File: src/rtl/rk_spi_pkg.sv
// rk_spi_master shared definitions: register map, FSM encoding,
// status bit positions and reset constants.
package rk_spi_pkg;

  localparam logic [1:0] ADDR_CTRL = 2'd0;
  localparam logic [1:0] ADDR_DATA = 2'd1;
  localparam logic [1:0] ADDR_DIV  = 2'd2;
  localparam logic [1:0] ADDR_STAT = 2'd3;

  typedef enum logic [2:0] {
    ST_IDLE  = 3'd0,
    ST_SETUP = 3'd1,
    ST_HIGH  = 3'd2,
    ST_LOW   = 3'd3,
    ST_DONE  = 3'd4
  } spi_state_t;

  localparam int STAT_BUSY = 0;
  localparam int STAT_OVR  = 1;
  localparam int STAT_ABT  = 2;

  localparam logic [7:0] RX_RESET = 8'hFF;

endpackage

File: src/rtl/rk_spi_clkdiv.sv
// SCK half-period timer: reloads from div while stopped or at each
// tick, so divider writes land on the next half-period boundary.
module rk_spi_clkdiv
  import rk_spi_pkg::*;
#(
  parameter int DIV_W = 8
) (
  input  logic             clk,
  input  logic             n_reset,
  input  logic             run,
  input  logic [DIV_W-1:0] div,
  output logic             tick
);

  logic [DIV_W-1:0] cnt;

  assign tick = run && (cnt == '0);

  always_ff @(posedge clk) begin
    if (!n_reset) begin
      cnt <= '0;
    end else if (!run || tick) begin
      cnt <= div;
    end else begin
      cnt <= cnt - 1'b1;
    end
  end

endmodule

File: src/rtl/rk_spi_master.sv
// Byte SPI master (mode 0, MSB first) for the RK86 I/O window.
// Optional RK_SPI_AUTOREAD_EN: a DATA read in IDLE starts an 8'hFF transfer.
module rk_spi_master
  import rk_spi_pkg::*;
#(
  parameter int NUM_CS    = 2,
  parameter int DIV_W     = 8,
  parameter int DIV_RESET = 62
) (
  input  logic              CLK,
  input  logic              N_RESET,
  input  logic [1:0]        I_ADDR,
  input  logic [7:0]        I_DATA,
  input  logic              I_WR,
  input  logic              I_RD,
  output logic [7:0]        O_DATA,
  output logic              O_BUSY,
  output logic              O_DONE,
  input  logic              HOLD,
  input  logic              SPI_MISO,
  output logic              SPI_MOSI,
  output logic              SPI_SCK,
  output logic [NUM_CS-1:0] SPI_NCS
);

  spi_state_t state, state_n;

  logic [7:0]        shift_q;
  logic [7:0]        rx_sh_q;
  logic [7:0]        rx_q;
  logic [2:0]        bit_cnt;
  logic [DIV_W-1:0]  div_q;
  logic [NUM_CS-1:0] cs_q;
  logic              sck_q;
  logic              mosi_q;
  logic              ovr_q;
  logic              abt_q;
  logic              done_q;

  logic idle, busy, run, tick;
  logic wr_ctrl, wr_data, wr_div, rd_stat;
  logic auto_go, start, abort, ovr_set;
  logic sample, shift_en;
  logic [7:0] tx_load;
  logic [7:0] stat;

  assign idle    = (state == ST_IDLE);
  assign busy    = !idle;
  assign run     = (state == ST_SETUP) || (state == ST_HIGH) ||
                   (state == ST_LOW);

  assign wr_ctrl = I_WR && (I_ADDR == ADDR_CTRL);
  assign wr_data = I_WR && (I_ADDR == ADDR_DATA);
  assign wr_div  = I_WR && (I_ADDR == ADDR_DIV);
  assign rd_stat = I_RD && (I_ADDR == ADDR_STAT);

`ifdef RK_SPI_AUTOREAD_EN
  logic rd_data;
  assign rd_data = I_RD && (I_ADDR == ADDR_DATA);
  assign auto_go = rd_data && !wr_data;
  assign tx_load = wr_data ? I_DATA : 8'hFF;
`else
  assign auto_go = 1'b0;
  assign tx_load = I_DATA;
`endif

  assign start   = idle && !HOLD && (wr_data || auto_go);
  assign abort   = HOLD && busy;
  assign ovr_set = ((wr_data || wr_ctrl) && busy) ||
                   (wr_data && HOLD);

  rk_spi_clkdiv #(
    .DIV_W(DIV_W)
  ) u_clkdiv (
    .clk    (CLK),
    .n_reset(N_RESET),
    .run    (run),
    .div    (div_q),
    .tick   (tick)
  );

  always_ff @(posedge CLK) begin
    if (!N_RESET) state <= ST_IDLE;
    else          state <= state_n;
  end

  always_comb begin
    state_n  = state;
    sample   = 1'b0;
    shift_en = 1'b0;
    unique case (state)
      ST_IDLE: begin
        if (start) state_n = ST_SETUP;
      end
      ST_SETUP, ST_LOW: begin
        if (tick) begin
          sample  = 1'b1;
          state_n = ST_HIGH;
        end
      end
      ST_HIGH: begin
        if (tick) begin
          shift_en = 1'b1;
          state_n  = (bit_cnt == 3'd7) ? ST_DONE : ST_LOW;
        end
      end
      ST_DONE: state_n = ST_IDLE;
      default: state_n = ST_IDLE;
    endcase
    if (abort) begin
      state_n  = ST_IDLE;
      sample   = 1'b0;
      shift_en = 1'b0;
    end
  end

  always_ff @(posedge CLK) begin
    if (!N_RESET) begin
      shift_q <= '0;
      rx_sh_q <= '0;
      rx_q    <= RX_RESET;
      bit_cnt <= '0;
      div_q   <= DIV_W'(DIV_RESET);
      cs_q    <= '0;
      sck_q   <= 1'b0;
      mosi_q  <= 1'b1;
      ovr_q   <= 1'b0;
      abt_q   <= 1'b0;
      done_q  <= 1'b0;
    end else begin
      done_q <= (state == ST_DONE) && !abort;
      if (wr_div) div_q <= I_DATA[DIV_W-1:0];
      if (wr_ctrl && idle) cs_q <= I_DATA[NUM_CS-1:0];
      // a same-cycle set beats the STAT read clear
      if (ovr_set)      ovr_q <= 1'b1;
      else if (rd_stat) ovr_q <= 1'b0;
      if (abort)        abt_q <= 1'b1;
      else if (rd_stat) abt_q <= 1'b0;
      if (abort) begin
        sck_q  <= 1'b0;
        mosi_q <= 1'b1;
      end else begin
        if (start) begin
          shift_q <= tx_load;
          mosi_q  <= tx_load[7];
          bit_cnt <= '0;
        end
        if (sample) begin
          sck_q   <= 1'b1;
          rx_sh_q <= {rx_sh_q[6:0], SPI_MISO};
        end
        if (shift_en) begin
          sck_q   <= 1'b0;
          shift_q <= {shift_q[6:0], 1'b0};
          mosi_q  <= (bit_cnt == 3'd7) ? 1'b1 : shift_q[6];
          bit_cnt <= bit_cnt + 3'd1;
        end
        if (state == ST_DONE) begin
          rx_q   <= rx_sh_q;
          mosi_q <= 1'b1;
        end
      end
    end
  end

  always_comb begin
    stat            = '0;
    stat[STAT_BUSY] = busy;
    stat[STAT_OVR]  = ovr_q;
    stat[STAT_ABT]  = abt_q;
  end

  always_comb begin
    O_DATA = '0;
    unique case (I_ADDR)
      ADDR_CTRL: O_DATA = 8'(cs_q);
      ADDR_DATA: O_DATA = rx_q;
      ADDR_DIV:  O_DATA = 8'(div_q);
      ADDR_STAT: O_DATA = stat;
      default:   O_DATA = '0;
    endcase
  end

  assign O_BUSY   = busy;
  assign O_DONE   = done_q;
  assign SPI_SCK  = sck_q && !HOLD;
  assign SPI_MOSI = HOLD ? 1'b1 : mosi_q;
  assign SPI_NCS  = HOLD ? '1 : ~cs_q;

endmodule

File: config.mk
export PLATFORM = sky130hd
export DESIGN_NAME = rk_spi_master
export DESIGN_NICKNAME = d
export VERILOG_FILES = /design/src/rtl/rk_spi_pkg.sv /design/src/rtl/rk_spi_clkdiv.sv /design/src/rtl/rk_spi_master.sv
export SDC_FILE = /design/constraint.sdc
export NUM_CORES = 1
export LEC_CHECK = 0
export ABC_AREA = 1
export BUFFER_PORTS_ARGS = -buffer_cell sky130_fd_sc_hd__buf_2
export CAP_MARGIN = 40
export CORE_AREA = 2 2 61 86
export DETAILED_ROUTE_END_ITERATION = 10
export DIE_AREA = 0 0 63 88
export GPL_TIMING_DRIVEN = 0
export HOLD_SLACK_MARGIN = 0.02
export PLACE_DENSITY_LB_ADDON = 0.12
export SETUP_SLACK_MARGIN = 0.2
export SYNTH_ARGS = -nofsm -noshare
export SYNTH_HDL_FRONTEND = slang
export SYNTH_SLANG_ARGS = --single-unit
File: constraint.sdc
create_clock -name CLK -period 1.7 [get_ports CLK]
set_input_delay 0.17 -clock CLK [delete_from_list [all_inputs] [get_ports CLK]]
set_output_delay 0.17 -clock CLK [all_outputs]
set_load 0.03 [all_outputs]
==> impl_metrics.prom <==
# TYPE chip_impl_metric gauge
chip_impl_info{name="outcome",value="complete, no violations"} 1
chip_impl_metric{name="fin_clk_skew",unit="ns"} 0.01337
chip_impl_metric{name="num_io_pins",unit=""} 30
chip_impl_metric{name="layout_worst_path_cycle_share",unit=""} 0.8641
chip_impl_info{name="worstReg2RegStart",value="state[0]$_SDFFE_PP0P_"} 1
chip_impl_metric{name="min_period",unit="ns"} 1.469
chip_impl_metric{name="antenna_left",unit=""} 0
chip_impl_metric{name="fmax",unit="MHz"} 680.8
chip_impl_metric{name="grt_first_pass_wirelength",unit="um"} 9742
chip_impl_info{name="synth_area_leaders",value="dfxtp_1, nand2_1, nor2_1, inv_1, o21ai_0"} 1
chip_impl_metric{name="r2r_cells",unit=""} 9
chip_impl_info{name="critical_path.startpoint",value="state[0]$_SDFFE_PP0P_"} 1
chip_impl_metric{name="cts.clk_slew.worst_paths",unit="ns"} 0.10
chip_impl_metric{name="post-route-util",unit=""} 0.6328
chip_impl_metric{name="total_power",unit="mW"} 3.425
chip_impl_info{name="start_to_end_type_of_the_worst_setup_path",value="reg -> out"} 1
chip_impl_info{name="hold_path_class",value="in -> reg"} 1
chip_impl_metric{name="part_of_the_yosys_area_used_for_sequential_elements",unit=""} 0.4092
chip_impl_metric{name="route.final.wire_length",unit="um"} 5984
chip_impl_metric{name="cp_max_fo",unit=""} 5
chip_impl_metric{name="required",unit="ns"} 1.53
chip_impl_metric{name="routed_wire_length_per_instance",unit="um"} 12.90
chip_impl_metric{name="post-dp-hpwl",unit="um"} 4414
chip_impl_metric{name="grt_antenna_before_repair",unit=""} 0
chip_impl_metric{name="groute.usage.overall",unit=""} 0.2265
chip_impl_metric{name="synth_fp_nets",unit=""} 375
chip_impl_metric{name="synth.ff_latch_count",unit=""} 52
chip_impl_metric{name="tritoncts.num_buffers",unit=""} 5
chip_impl_metric{name="gpl_wtd_cong",unit=""} 0.8240
chip_impl_metric{name="place.port_buffers",unit=""} 28
chip_impl_metric{name="setup-violations-final",unit=""} 0
chip_impl_metric{name="die_wd",unit="um"} 63
chip_impl_metric{name="post_route_cells_drive_above_1_share",unit=""} 0.2250
chip_impl_metric{name="rows",unit=""} 30
chip_impl_metric{name="drt-vias-per-instance",unit=""} 5.028
chip_impl_metric{name="final_nets",unit=""} 419
chip_impl_metric{name="die_area",unit="um^2"} 5544
chip_impl_info{name="yosysTopAreaCell",value="dfxtp_1"} 1
chip_impl_metric{name="floorplan.initialDensity",unit=""} 0.5336
chip_impl_info{name="tritoncts",value="done"} 1
chip_impl_info{name="nature_of_the_critical_path_startpoint",value="register"} 1
chip_impl_info{name="layout_commonest_cell",value="nand2_1"} 1
chip_impl_metric{name="final_design_area_no_fill",unit="um^2"} 3017
chip_impl_metric{name="core",unit="um^2"} 4767
chip_impl_metric{name="holdBufCountCts",unit=""} 0
chip_impl_metric{name="drtIter0Drc",unit=""} 122
chip_impl_metric{name="timing.final.hold_violations",unit=""} 0
chip_impl_info{name="hold_start",value="SPI_MISO"} 1
chip_impl_metric{name="cts_max_path_buffers",unit=""} 2
chip_impl_metric{name="synth.avg_cell_area",unit="um^2"} 7.165
chip_impl_metric{name="relSlewSlack",unit=""} 0.6987
chip_impl_metric{name="post_synth_instance_area",unit="um^2"} 2544
chip_impl_metric{name="clk_latency",unit="ns"} 0.32
chip_impl_metric{name="overflow",unit=""} 0
chip_impl_info{name="ys.flop_type",value="dfxtp_1"} 1
chip_impl_metric{name="final.setup.tns",unit="ns"} 0
chip_impl_metric{name="synthesis.instances",unit=""} 355
chip_impl_metric{name="static-leakage-power",unit="nW"} 1.514
chip_impl_metric{name="die_y",unit="um"} 88
chip_impl_metric{name="synth_top_area_share",unit=""} 0.4092
chip_impl_metric{name="drc_errors",unit=""} 0
chip_impl_metric{name="diodes",unit=""} 0
chip_impl_metric{name="num_vias",unit=""} 2333
chip_impl_metric{name="maximum_number_of_pins_on_one_net_before_global_route_repair",unit=""} 18
chip_impl_metric{name="maxCapViolations",unit=""} 0
chip_impl_metric{name="slew_of_the_pin_with_the_lowest_slew_margin",unit="ns"} 0.4519
chip_impl_metric{name="cts_sinks",unit=""} 52
chip_impl_metric{name="firstDrtPassIters",unit=""} 7
chip_impl_metric{name="async_reset_ff_frac",unit=""} 0
chip_impl_metric{name="synthDistinctLibCells",unit=""} 34
chip_impl_metric{name="hold_depth",unit=""} 3
chip_impl_info{name="grt_setup_unrepaired",value="yes"} 1
chip_impl_info{name="timing.critical_path.to_type",value="output port"} 1
chip_impl_metric{name="worst_ep_arrival_time",unit="ns"} 1.30
chip_impl_info{name="layout_common_cells",value="nand2_1, nor2_1, dfxtp_1, buf_2, inv_1"} 1
chip_impl_metric{name="cts.htree.levels",unit=""} 2
chip_impl_info{name="clock-root-buffer",value="clkbuf_8"} 1
chip_impl_metric{name="area_delta_synth_final",unit="%"} 18.59
chip_impl_metric{name="power.density_cell_area",unit="nW/um^2"} 1135
chip_impl_metric{name="synth_warnings",unit=""} 0
chip_impl_metric{name="synth-edff-count",unit=""} 0
chip_impl_metric{name="dpl-instance-area",unit="um^2"} 2764
chip_impl_metric{name="finalMaxSlewViolations",unit=""} 0
chip_impl_metric{name="peakVddDrop",unit="V"} 0.0005487
chip_impl_metric{name="first_global_vias",unit=""} 2048
[registers in the layout (all words and copies together), names as in the netlist]
register,flops
shift_q,7
cs_q,2
rx_sh_q,8
state,3
O_DONE,1
rx_q,8
sck_q,1
u_clkdiv.cnt,8
abt_q,1
mosi_q,1
bit_cnt,3
div_q,8
ovr_q,1
[layout make-up]
| type | instances | area (um^2) |
|---|---|---|
| fill | 468 | 1750 |
| multi-input combinational | 257 | 1330 |
| sequential | 52 | 1051 |
| timing repair buffer | 37 | 211.5 |
| inverter | 33 | 128.9 |
| buffer | 13 | 100.1 |
| tap | 64 | 80.08 |
| clock buffer | 5 | 68.82 |
| clock inverter | 3 | 46.29 |
[routing by layer]
metal | share of wire | wire length (um) | GRT usage | vias to the layer above
li1 | - | - | - | 1222
met1 | 0.43 | 2581 | 0.2816 | 1043
met2 | 0.51 | 3027 | 0.4033 | 60
met3 | 0.050 | 302 | 0.03728 | 8
met4 | 0.012 | 72 | 0.06667 | 0
met5 | 0 | 0 | 0 | -
[stage by stage]
step           hold WS [ns]  instances  worst slack (ns)
5_1_grt              0.1055        464            0.1655
3_3_place_gp         0.3979        447           0.03079
4_1_cts             0.09448        461            0.2093
2_1_floorplan        0.2832        355            0.3015
6_report            0.09042        464            0.2311
3_5_place_dp         0.4226        447           0.01884
[synth_stat cells (2+ instances only)]
| master | instances |
|---|---|
| nand2_1 | 89 |
| nor2_1 | 65 |
| dfxtp_1 | 52 |
| inv_1 | 32 |
| o21ai_0 | 19 |
| nand3_1 | 14 |
| a21oi_1 | 12 |
| nand4_1 | 9 |
| o211ai_1 | 9 |
| nand3b_1 | 8 |
| nand2_2 | 5 |
| buf_2 | 4 |
| ha_1 | 4 |
| nor2_2 | 4 |
| buf_6 | 3 |
| xor2_1 | 3 |
| a22o_1 | 2 |
| buf_4 | 2 |
| clkbuf_1 | 2 |
| or2_2 | 2 |
| xnor2_1 | 2 |
[power breakdown]
group          total [mW]  switching, mW  internal (mW)
combinational        1.05          0.633          0.420
clock               0.885          0.441          0.444
sequential           1.49          0.124           1.36
total                3.43           1.20           2.23
[critical path: stages (launching register included)]
cell and delay [ns]:
dfxtp_4 0.38, nor2_4 0.13, nand2_4 0.07, a22oi_1 0.13, nand3_1 0.12, buf_6 0.16
[kinds of logic (layout without fill, tap and decap cells)]
logic type / after synthesis / in the layout / share of synthesized area
compound gates: 45 / 45 / 0.1043
xor+xnor: 5 / 5 / 0.01722
fa+ha+maj: 4 / 4 / 0.01968
buf+inv: 46 / 91 / 0.08558
flops: 52 / 52 / 0.4092
simple gates: 203 / 203 / 0.3640
[repair_timing]
action                     in CTS  in global routing
gates cloned                    0                  1
setup buffers                   6                  2
setup endpoints to repair      20                 26
pin swaps                       3                  9
gates resized for setup         9                 21
[final timing paths]
| path | to | slack [ns] |
|---|---|---|
| worst min-delay path | rx_sh_q[0]$_SDFFE_PN0P_ | 0.09 |
| worst max-delay path | O_DATA[0] | 0.23 |
| worst min register to register | sck_q$_SDFFE_PP0P_ | 0.46 |
| worst max register to register | shift_q[3]$_SDFFE_PN0P_ | 0.26 |
(Power assumes the default switching activity.)
